<file path="src/rtl/demux_slot_scheduler_pkg.sv">
// Shared types and helpers for the demux slot scheduler: channel count,
// select width, FSM state encoding and one-hot to select conversion.
package demux_sched_pkg;

  localparam int NUM_CH = 8;
  localparam int SEL_W  = 3;

  typedef enum logic [1:0] {
    IDLE   = 2'd0,
    ARB    = 2'd1,
    SETTLE = 2'd2,
    DWELL  = 2'd3
  } state_t;

  // Encode a one-hot grant vector into the demultiplexer select index.
  function automatic logic [SEL_W-1:0] onehot_to_sel(input logic [NUM_CH-1:0] oh);
    logic [SEL_W-1:0] sel;
    sel = '0;
    for (int i = 0; i < NUM_CH; i++) begin
      if (oh[i]) sel = sel | SEL_W'(i);
    end
    return sel;
  endfunction

endpackage

</file>
<file path="src/rtl/demux_slot_scheduler_if.sv">
// Bundle of scheduler control/data signals between the request side
// (master) and the scheduler (slave).
interface demux_slot_scheduler_if
  import demux_sched_pkg::*;
#(
  parameter int DWELL_W = 8
);

  logic               en_i;
  logic [NUM_CH-1:0]  req_i;
  logic [DWELL_W-1:0] dwell_i;
  logic               data_i;
  logic [SEL_W-1:0]   sel_o;
  logic               data_o;
  logic               valid_o;
  logic [NUM_CH-1:0]  grant_o;
  logic               busy_o;
  logic               slot_done_o;

  modport master (
    output en_i, req_i, dwell_i, data_i,
    input  sel_o, data_o, valid_o, grant_o, busy_o, slot_done_o
  );

  modport slave (
    input  en_i, req_i, dwell_i, data_i,
    output sel_o, data_o, valid_o, grant_o, busy_o, slot_done_o
  );

endinterface

</file>
<file path="src/rtl/demux_slot_scheduler_arb.sv">
// Combinational 8-way round-robin arbiter: grants the first requesting
// channel at or after ptr, wrapping from 7 back to 0.
module rr_arbiter_8
  import demux_sched_pkg::*;
(
  input  logic [NUM_CH-1:0] req,
  input  logic [SEL_W-1:0]  ptr,
  output logic [NUM_CH-1:0] gnt,
  output logic              any
);

  // Scan channels starting at ptr and pick the first active request.
  always_comb begin
    logic             found;
    logic [SEL_W-1:0] idx;
    gnt   = '0;
    found = 1'b0;
    idx   = '0;
    for (int off = 0; off < NUM_CH; off++) begin
      idx = ptr + SEL_W'(off);
      if (req[idx] && !found) begin
        gnt[idx] = 1'b1;
        found    = 1'b1;
      end
    end
  end

  assign any = |req;

endmodule

</file>
<file path="src/rtl/demux_slot_scheduler.sv">
// Round-robin slot scheduler driving the 1-to-8 demultiplexer select and
// gated serial data. One channel owns each slot; optional guard cycles keep
// the select stable before data is enabled.
module demux_slot_scheduler
  import demux_sched_pkg::*;
#(
  parameter int GUARD_CYCLES = 1,
  parameter int DWELL_W      = 8
)(
  input  logic                  clk_i,
  input  logic                  rst_ni,
  demux_slot_scheduler_if.slave bus
);

  // Guard counter is sized for the largest preload; width is at least 1 so
  // the zero-guard build still elaborates.
  localparam int GUARD_W        = (GUARD_CYCLES > 1) ? $clog2(GUARD_CYCLES) : 1;
  localparam int GUARD_LOAD_INT = (GUARD_CYCLES > 0) ? GUARD_CYCLES - 1 : 0;
  localparam logic [GUARD_W-1:0] GUARD_LOAD = GUARD_W'(GUARD_LOAD_INT);
  localparam state_t ARB_NEXT   = (GUARD_CYCLES == 0) ? DWELL : SETTLE;

  state_t             state;
  logic [SEL_W-1:0]   rr_ptr;
  logic [SEL_W-1:0]   sel_q;
  logic [NUM_CH-1:0]  grant_q;
  logic [DWELL_W-1:0] dwell_cnt;
  logic [GUARD_W-1:0] guard_cnt;

  logic [NUM_CH-1:0]  arb_gnt;
  logic               arb_any;
  logic [DWELL_W-1:0] dwell_load;
  logic               slot_end;
  logic               rearm;

  rr_arbiter_8 u_arb (
    .req (bus.req_i),
    .ptr (rr_ptr),
    .gnt (arb_gnt),
    .any (arb_any)
  );

  // A zero dwell is treated as a one-cycle slot.
  assign dwell_load = (bus.dwell_i == '0) ? '0 : bus.dwell_i - 1'b1;
  assign slot_end   = (state == DWELL) && (dwell_cnt == '0);
  assign rearm      = bus.en_i && (|bus.req_i);

  // Slot FSM, counters, round-robin pointer and registered select/grant.
  always_ff @(posedge clk_i or negedge rst_ni) begin
    if (!rst_ni) begin
      state     <= IDLE;
      rr_ptr    <= '0;
      sel_q     <= '0;
      grant_q   <= '0;
      dwell_cnt <= '0;
      guard_cnt <= '0;
    end else begin
      case (state)
        IDLE: begin
          if (rearm) state <= ARB;
        end
        ARB: begin
          // Request may have vanished since IDLE/DWELL sampled it; in that
          // case leave select, grant and pointer untouched.
          if (arb_any) begin
            sel_q     <= onehot_to_sel(arb_gnt);
            grant_q   <= arb_gnt;
            dwell_cnt <= dwell_load;
            guard_cnt <= GUARD_LOAD;
            state     <= ARB_NEXT;
          end else begin
            state <= IDLE;
          end
        end
        SETTLE: begin
          if (guard_cnt == '0) state <= DWELL;
          else                 guard_cnt <= guard_cnt - 1'b1;
        end
        DWELL: begin
          if (dwell_cnt == '0) begin
            rr_ptr <= sel_q + 1'b1;
            if (rearm) begin
              state <= ARB;
            end else begin
              state   <= IDLE;
              grant_q <= '0;
            end
          end else begin
            dwell_cnt <= dwell_cnt - 1'b1;
          end
        end
        default: state <= IDLE;
      endcase
    end
  end

  // Outputs decode directly from state so an async reset clears them at once.
  assign bus.sel_o       = sel_q;
  assign bus.grant_o     = grant_q;
  assign bus.valid_o     = (state == DWELL);
  assign bus.busy_o      = (state != IDLE);
  assign bus.slot_done_o = slot_end;
  assign bus.data_o      = bus.data_i & bus.valid_o;

endmodule

</file>
<file path="src/flat_wrapper.sv">
// flat-port wrapper written by rule: the top's interface ports become plain ports
module demux_slot_scheduler_flat import demux_sched_pkg::*;
#(
  parameter int GUARD_CYCLES = 1,
  parameter int DWELL_W      = 8
)
  (clk_i, rst_ni, bus_en_i, bus_req_i, bus_dwell_i, bus_data_i, bus_sel_o, bus_data_o, bus_valid_o, bus_grant_o, bus_busy_o, bus_slot_done_o);
  demux_slot_scheduler_if #(.DWELL_W(DWELL_W)) bus_i ();
  input  logic clk_i;
  input  logic rst_ni;
  input wire logic [$bits(bus_i.en_i)-1:0] bus_en_i;
  input wire logic [$bits(bus_i.req_i)-1:0] bus_req_i;
  input wire logic [$bits(bus_i.dwell_i)-1:0] bus_dwell_i;
  input wire logic [$bits(bus_i.data_i)-1:0] bus_data_i;
  output wire logic [$bits(bus_i.sel_o)-1:0] bus_sel_o;
  output wire logic [$bits(bus_i.data_o)-1:0] bus_data_o;
  output wire logic [$bits(bus_i.valid_o)-1:0] bus_valid_o;
  output wire logic [$bits(bus_i.grant_o)-1:0] bus_grant_o;
  output wire logic [$bits(bus_i.busy_o)-1:0] bus_busy_o;
  output wire logic [$bits(bus_i.slot_done_o)-1:0] bus_slot_done_o;
  assign bus_i.en_i = bus_en_i;
  assign bus_i.req_i = bus_req_i;
  assign bus_i.dwell_i = bus_dwell_i;
  assign bus_i.data_i = bus_data_i;
  assign bus_sel_o = bus_i.sel_o;
  assign bus_data_o = bus_i.data_o;
  assign bus_valid_o = bus_i.valid_o;
  assign bus_grant_o = bus_i.grant_o;
  assign bus_busy_o = bus_i.busy_o;
  assign bus_slot_done_o = bus_i.slot_done_o;
  demux_slot_scheduler #(.GUARD_CYCLES(GUARD_CYCLES), .DWELL_W(DWELL_W)) u_core (.clk_i(clk_i), .rst_ni(rst_ni), .bus(bus_i));
endmodule
</file>
<file path="config.mk">
export PLATFORM = sky130hd
export DESIGN_NAME = demux_slot_scheduler_flat
export DESIGN_NICKNAME = d
export VERILOG_FILES = /design/src/rtl/demux_slot_scheduler_pkg.sv /design/src/rtl/demux_slot_scheduler_if.sv /design/src/rtl/demux_slot_scheduler_arb.sv /design/src/rtl/demux_slot_scheduler.sv /design/src/flat_wrapper.sv
export SDC_FILE = /design/constraint.sdc
export NUM_CORES = 1
export LEC_CHECK = 0
export CAP_MARGIN = 30
export CORE_UTILIZATION = 55
export DETAILED_ROUTE_END_ITERATION = 8
export PLACE_DENSITY_LB_ADDON = 0.15
export SLEW_MARGIN = 10
export SYNTH_ARGS = -nofsm -noshare
export SYNTH_HDL_FRONTEND = slang
export SYNTH_SLANG_ARGS = --single-unit
</file>
<file path="constraint.sdc">
create_clock -name clk_i -period 5.5 [get_ports clk_i]
set_input_delay 1.1 -clock clk_i [delete_from_list [all_inputs] [get_ports clk_i]]
set_output_delay 1.1 -clock clk_i [all_outputs]
set_load 0.05 [all_outputs]
</file>
### Word-level counts from Yosys, hierarchy flattened

Cells that the tools add are included.

| operators by class | value |
|---|---|
| bitwise logic cells | 8 |
| mux-type cells | 71 |
| eq/ne operators | 9 |
| order comparisons | 16 |
| add/subtract/negate cells | 11 |
| reduce and logical (&&, ||, !) cells | 37 |

Operators by type and width:

| kind | count |
|---|---|
| $mux W8 | 14 |
| $or A8 B8 Y8 | 7 |
| $lt A3 B4 Y1 const B | 8 |
| $pmux W8 S2 | 2 |
| $mux W1 | 27 |
| $bmux W1 S3 | 8 |
| $demux W1 S3 | 8 |
| $ge A3 B1 Y1 const B | 8 |
| $logic_and A1 B1 Y1 | 17 |
| $logic_not A8 Y1 | 2 |
| $sub A8 B1 Y8 const B | 2 |
| $add A3 B3 Y3 const B | 4 |
| $mux W2 | 6 |
| $mux W3 | 4 |
| $ne A2 B2 Y1 const B | 4 |
| $pmux W2 S4 | 1 |
| $reduce_or A8 Y1 | 1 |
| $logic_not A1 Y1 | 7 |
| $add A3 B1 Y3 const B | 2 |
| $add A3 B2 Y3 const B | 2 |
| $reduce_and A2 Y1 | 3 |
| $reduce_and A3 Y1 | 2 |
| $reduce_bool A2 Y1 | 3 |
| $eq A2 B2 Y1 const B | 2 |
| other kinds (7) | 8 |

| storage, ports and cells | value |
|---|---|
| output and inout port bits | 15 |
| input port bits | 20 |
| register bits | 25 |
| word-level logic and storage cells | 158 |

### Longest topological paths before layout

| logic depth | value |
|---|---|
| depth after elaboration | 31 |
| gate-level depth with buffers | 13 |
| gate-level depth less buffers | 9 |

### Cells and area by module

A second synthesis with hierarchy kept.

| unflattened totals | value |
|---|---|
| cells, all modules | 260 |
| area total of the unflattened synthesis | 2433.6 um2 |

Modules (own cells, without submodules):

| module | cells an instance | times used | area an instance (um2) |
|---|---|---|---|
| demux_slot_scheduler | 154 | 1 | 1432.6 |
| rr_arbiter_8 | 106 | 1 | 1001.0 |

### Worst setup path before layout

OpenSTA, ideal clock, no wires.

| path | value |
|---|---|
| kind | register to register |
| start point | register u_core.rr_ptr[0] |
| end point | register u_core.sel_q[1], in the netlist u_core.bus.sel_o[1] |
| data arrival time | 3688 ps |
| data required time | 5374 ps |
| slack | 1686 ps |
| library setup time | 126 ps |
| path buffers | 3 |
| cell stages (with the launch flop) | 13 |
| clock period less this slack | 3814 ps |
| path through | dfrtp_1 -> buf_6 -> buf_8 -> inv_1 -> clkbuf_1 -> ha_1 -> xor2_1 -> mux4_2 -> and3_4 -> nor2b_1 -> a32o_1 -> or4_1 -> o32a_1 |

| on the way | value |
|---|---|
| word-level cells in the longest chain between the ends | 30 |

Ends and longest elaborated chain:

| item | RTL line | text |
|---|---|---|
| from (decl) | demux_slot_scheduler.sv:23 | `logic [SEL_W-1:0] rr_ptr;` |
| from (signal assigned) | demux_slot_scheduler.sv:80 | `rr_ptr <= sel_q + 1'b1;` |
| parallel branches: the longest is 23 deep, another holds $lt A3 B4 Y1 | -- |  |
| $mux W8 * | demux_slot_scheduler_arb.sv:21 | `if (req[idx] && !found) begin` |
| $mux W2 (2 in series) | demux_slot_scheduler_pkg.sv:20 | `if (oh[i]) sel = sel \| SEL_W'(i);` |
| $mux W3 (3 in series) | demux_slot_scheduler_pkg.sv:20 |  |
| $mux W3 * | demux_slot_scheduler_pkg.sv:20 |  |
| to (signal assigned) | demux_slot_scheduler.sv:65 | `sel_q <= onehot_to_sel(arb_gnt);` |
| to (decl) | demux_slot_scheduler.sv:24 | `logic [SEL_W-1:0] sel_q;` |

Mark *: on every way between the ends. The select of a mux whose other input is x is not followed.
A chain may end at the register's enable or synchronous reset.

### Final worst setup path

| path | value |
|---|---|
| start point | input port bus_req_i[4] |
| end point | register u_core.sel_q[1], in the netlist u_core.bus.sel_o[1] |

| on the way | value |
|---|---|
| word-level cells in the longest chain between the ends | 30 |

Ends and longest elaborated chain:

| item | RTL line | text |
|---|---|---|
| from (decl) | flat_wrapper.sv:12 | `input wire logic [$bits(bus_i.req_i)-1:0] bus_req_i;` |
| $bmux W1 S3 | demux_slot_scheduler_arb.sv:21 |  |
| $mux W1 (implied by the code) | demux_slot_scheduler_arb.sv:21 |  |
| $mux W1 | demux_slot_scheduler_arb.sv:21 |  |
| $logic_not A1 Y1 | demux_slot_scheduler_arb.sv:21 |  |
| $logic_and A1 B1 Y1 | demux_slot_scheduler_arb.sv:21 |  |
| $mux W1 | demux_slot_scheduler_arb.sv:21 |  |
| $logic_not A1 Y1 | demux_slot_scheduler_arb.sv:21 |  |
| $logic_and A1 B1 Y1 | demux_slot_scheduler_arb.sv:21 |  |
| (+10 left out) | -- |  |
| $logic_not A1 Y1 | demux_slot_scheduler_arb.sv:21 |  |
| $logic_and A1 B1 Y1 | demux_slot_scheduler_arb.sv:21 |  |
| $mux W1 | demux_slot_scheduler_arb.sv:21 |  |
| $logic_not A1 Y1 | demux_slot_scheduler_arb.sv:21 |  |
| $logic_and A1 B1 Y1 | demux_slot_scheduler_arb.sv:21 |  |
| $mux W8 | demux_slot_scheduler_arb.sv:21 |  |
| $mux W2 (2 in series) | demux_slot_scheduler_pkg.sv:20 |  |
| $mux W3 (4 in series) | demux_slot_scheduler_pkg.sv:20 |  |

Parallel ways exist; a longest one is shown, timed or not. The select of a mux whose other input is x is not followed.

==> results.ini <==
[outcome]
status=complete, no violations

[layout]
final_common_cell=clkdlybuf4s50_1
diodes=0
fill_cells=339
drive_above_1_share=0.0891
nets=333
areaGrowthSynthToFinish_pct=17.3
final_cell_mix=34 x clkdlybuf4s50_1, 30 x nand2_1, 24 x dfrtp_1

[sta]
grt_setup_unrepaired=false
hold_viol=0
max_slew.worst_pin.slew_ps=998
final-setup-viol-count=0
slew_headroom=0.329
timing.fmax_mhz=243
period_minus_slack_ps=4110
slew_violations=0
skew_ps=2.97
min_period_over_period=0.748
setup_tns_ps=0

[yosys]
synth.avg_cell_area_um2=8.95
ys.warnings.count=0
synth_enable_flop_cells=0
synthTopCellsByArea=dfrtp_1 24%, mux4_2 10%, ha_1 4.6%, nand2_1 4.6%, mux2i_1 4.5%
synth_fp_nets=304
synth_top_area_cell=dfrtp_1
ys_seq_elements=24
netlist_instances=275
async_flop_share=1.00
synthesis.area_um2=2460
synth_top_area_frac=0.244
ys.flop_type=dfrtp_1
synth_seq_area_share=0.244
ys_types=57

[global_routing]
gr-total-overflow=0
antenna_found_initial=0
grt_pass1_wl_um=10700
grt_usage=0.303
grt_pass1_vias=2155
grt_start_max_net_pins=37

[hold_path]
hp-class=reg -> reg

[worst_setup_path]
cp_max_fo=13
critPathLaunchType=primary input
cp_slowest_stage_delay_ps=650
slowest_stage=clkdlybuf4s50_1
end_kind=flip-flop
required_ps=5660
cpLargestDelayFamily=compound AO/OA/AOI/OAI gates
critPathBufInv=1
crit_path_cell_trace=clkdlybuf4s50_1 > mux2i_1 > mux4_2 > a22oi_4 > nor2_2 > a32o_1 > or4_1 > o32a_1
crit_arrival_ps=4270
timing_worst_setup_path_type=in -> reg

[drt]
vias=2467
dr.pass1.iters=6
via_per_inst=6.99
drc_errors=0
final_antenna_net_count=0
wire_per_inst_um=18.6
wl_um=6580
initialDrtViolationCount=325

[floorplan]
fp.dieW_um=68.9
die_h_um=68.9
row_count=23
io_pins=35
placeableCoreArea_um2=4140
initial_core_util=0.594
die_area_um2=4750

[pwr]
switching_share=0.414
p_leak_uw=0.00108
power.internal_uw=495
p_comb_frac=0.518
p_seq_frac=0.301
irDropWorstVdd_mv=0.218
finalPower_uw=844
switching_power_uw=350
p_per_area_nw_per_um2=292
p_clk_frac=0.181

[cts]
clock_latency_ps=260
cts_hold_buf=0
cts.htree.levels=1
cts_setup_buffers=0
numCtsBuffers=3
path_clk_slew_ps=80
ctsResizeCount=0
cts_buffer_depth=2
cts_root_buffer=clkbuf_8
cts_sinks=24
cts_tree=done

[placement]
hpwl_um=4870
place_congestion=0.921
port_buffers=34

[flow_run]
maxCapViolations=0

==> cells in the mapped netlist, types with 2 or more instances <==
cell	number
a211o_1	4
a211oi_1	3
a21oi_1	10
a22o_1	11
a22oi_1	2
a31oi_1	6
and2_1	5
and3_1	2
buf_2	4
clkbuf_1	6
dfrtp_1	24
ha_1	9
inv_1	11
mux2_1	4
mux2i_1	11
mux4_2	11
nand2_1	30
nand3_1	6
nand4_1	11
nor2_1	14
nor2b_1	5
nor3_1	2
nor4_1	7
o211ai_1	2
o21ai_0	10
o221ai_1	3
o22ai_1	7
o31ai_1	4
o32a_1	3
o32ai_1	4
or2_2	4
or3_1	5
or4_1	3
xnor2_1	6
xor2_1	4
==> power groups by stage <==
stage / Sequential [uW] / Combinational [uW] / Clock [uW]
2_1_floorplan: 273 / 306 / 0
5_1_grt: 259 / 474 / 163
4_1_cts: 254 / 431 / 156
3_3_place_gp: 254 / 419 / 0
3_5_place_dp: 255 / 425 / 0
6_report: 254 / 438 / 153
==> worst min-delay path: stages (launching register included) <==
cell and delay [ps]:
dfrtp_1 350, nand2_1 40, o21ai_0 60
==> sequential cells by signal, summed over array words and instances (netlist names), named ones only <==
signal / flops
u_core.bus.grant_o: 8
u_core.dwell_cnt: 8
u_core.bus.sel_o: 3
u_core.rr_ptr: 3
u_core.state: 1
==> cells by family (layout without fill, tap and decap cells) <==
family | count (synthesis) | after routing | synth area share
simple gates | 102 | 102 | 0.219
compound gates | 79 | 79 | 0.238
mux | 27 | 27 | 0.169
flops | 24 | 24 | 0.244
buf+inv | 24 | 52 | 0.0483
xor+xnor | 10 | 10 | 0.0356
fa+ha+maj | 9 | 9 | 0.0458
==> final timing paths <==
kind,start,endpoint,slack (ps),depth (start not counted)
worst min register to register,u_core.bus.grant_o[2],u_core.bus.grant_o[2],480,2
worst max register to register,u_core.rr_ptr[1],u_core.bus.sel_o[1],1410,9
min in group asynchronous,rst_ni,u_core.bus.grant_o[5],1120,1
worst min-delay path,u_core.bus.grant_o[2],u_core.bus.grant_o[2],480,2
max in group asynchronous,rst_ni,u_core.dwell_cnt[3],3930,2
worst max-delay path,bus_req_i[4],u_core.bus.sel_o[1],1390,8
==> metal layers <==
metal	part of all wire	global-route usage	vias to the layer above	routed length, um
li1	-	-	1145	-
met1	0.45	0.450	1160	2950
met2	0.44	0.434	142	2900
met3	0.087	0.0576	20	575
met4	0.023	0.102	0	153
met5	0	0	-	0
==> through the flow <==
step	setup slack, ps	cells	util	instance area, um2	hold slack [ps]
final	1390	353	0.697	2890	483
after CTS	1440	353	0.697	2890	491
after detailed placement	1170	349	0.680	2820	472
after global placement	1260	348	0.676	2800	464
after global routing	1240	353	0.697	2890	531
after floorplan	1690	275	-	2460	464
==> area by class of cell <==
type                       count  area, um2  share of cell area
clock buffer                   3       41.3              0.0143
clock inverter                 1       30.0              0.0104
inverter                      11       41.3              0.0143
multi-input combinational    227       1740               0.603
sequential                    24        601               0.208
tap                           50       62.6              0.0217
timing repair buffer          37        370               0.128
Note: power is estimated with default switching activity, not from simulation.
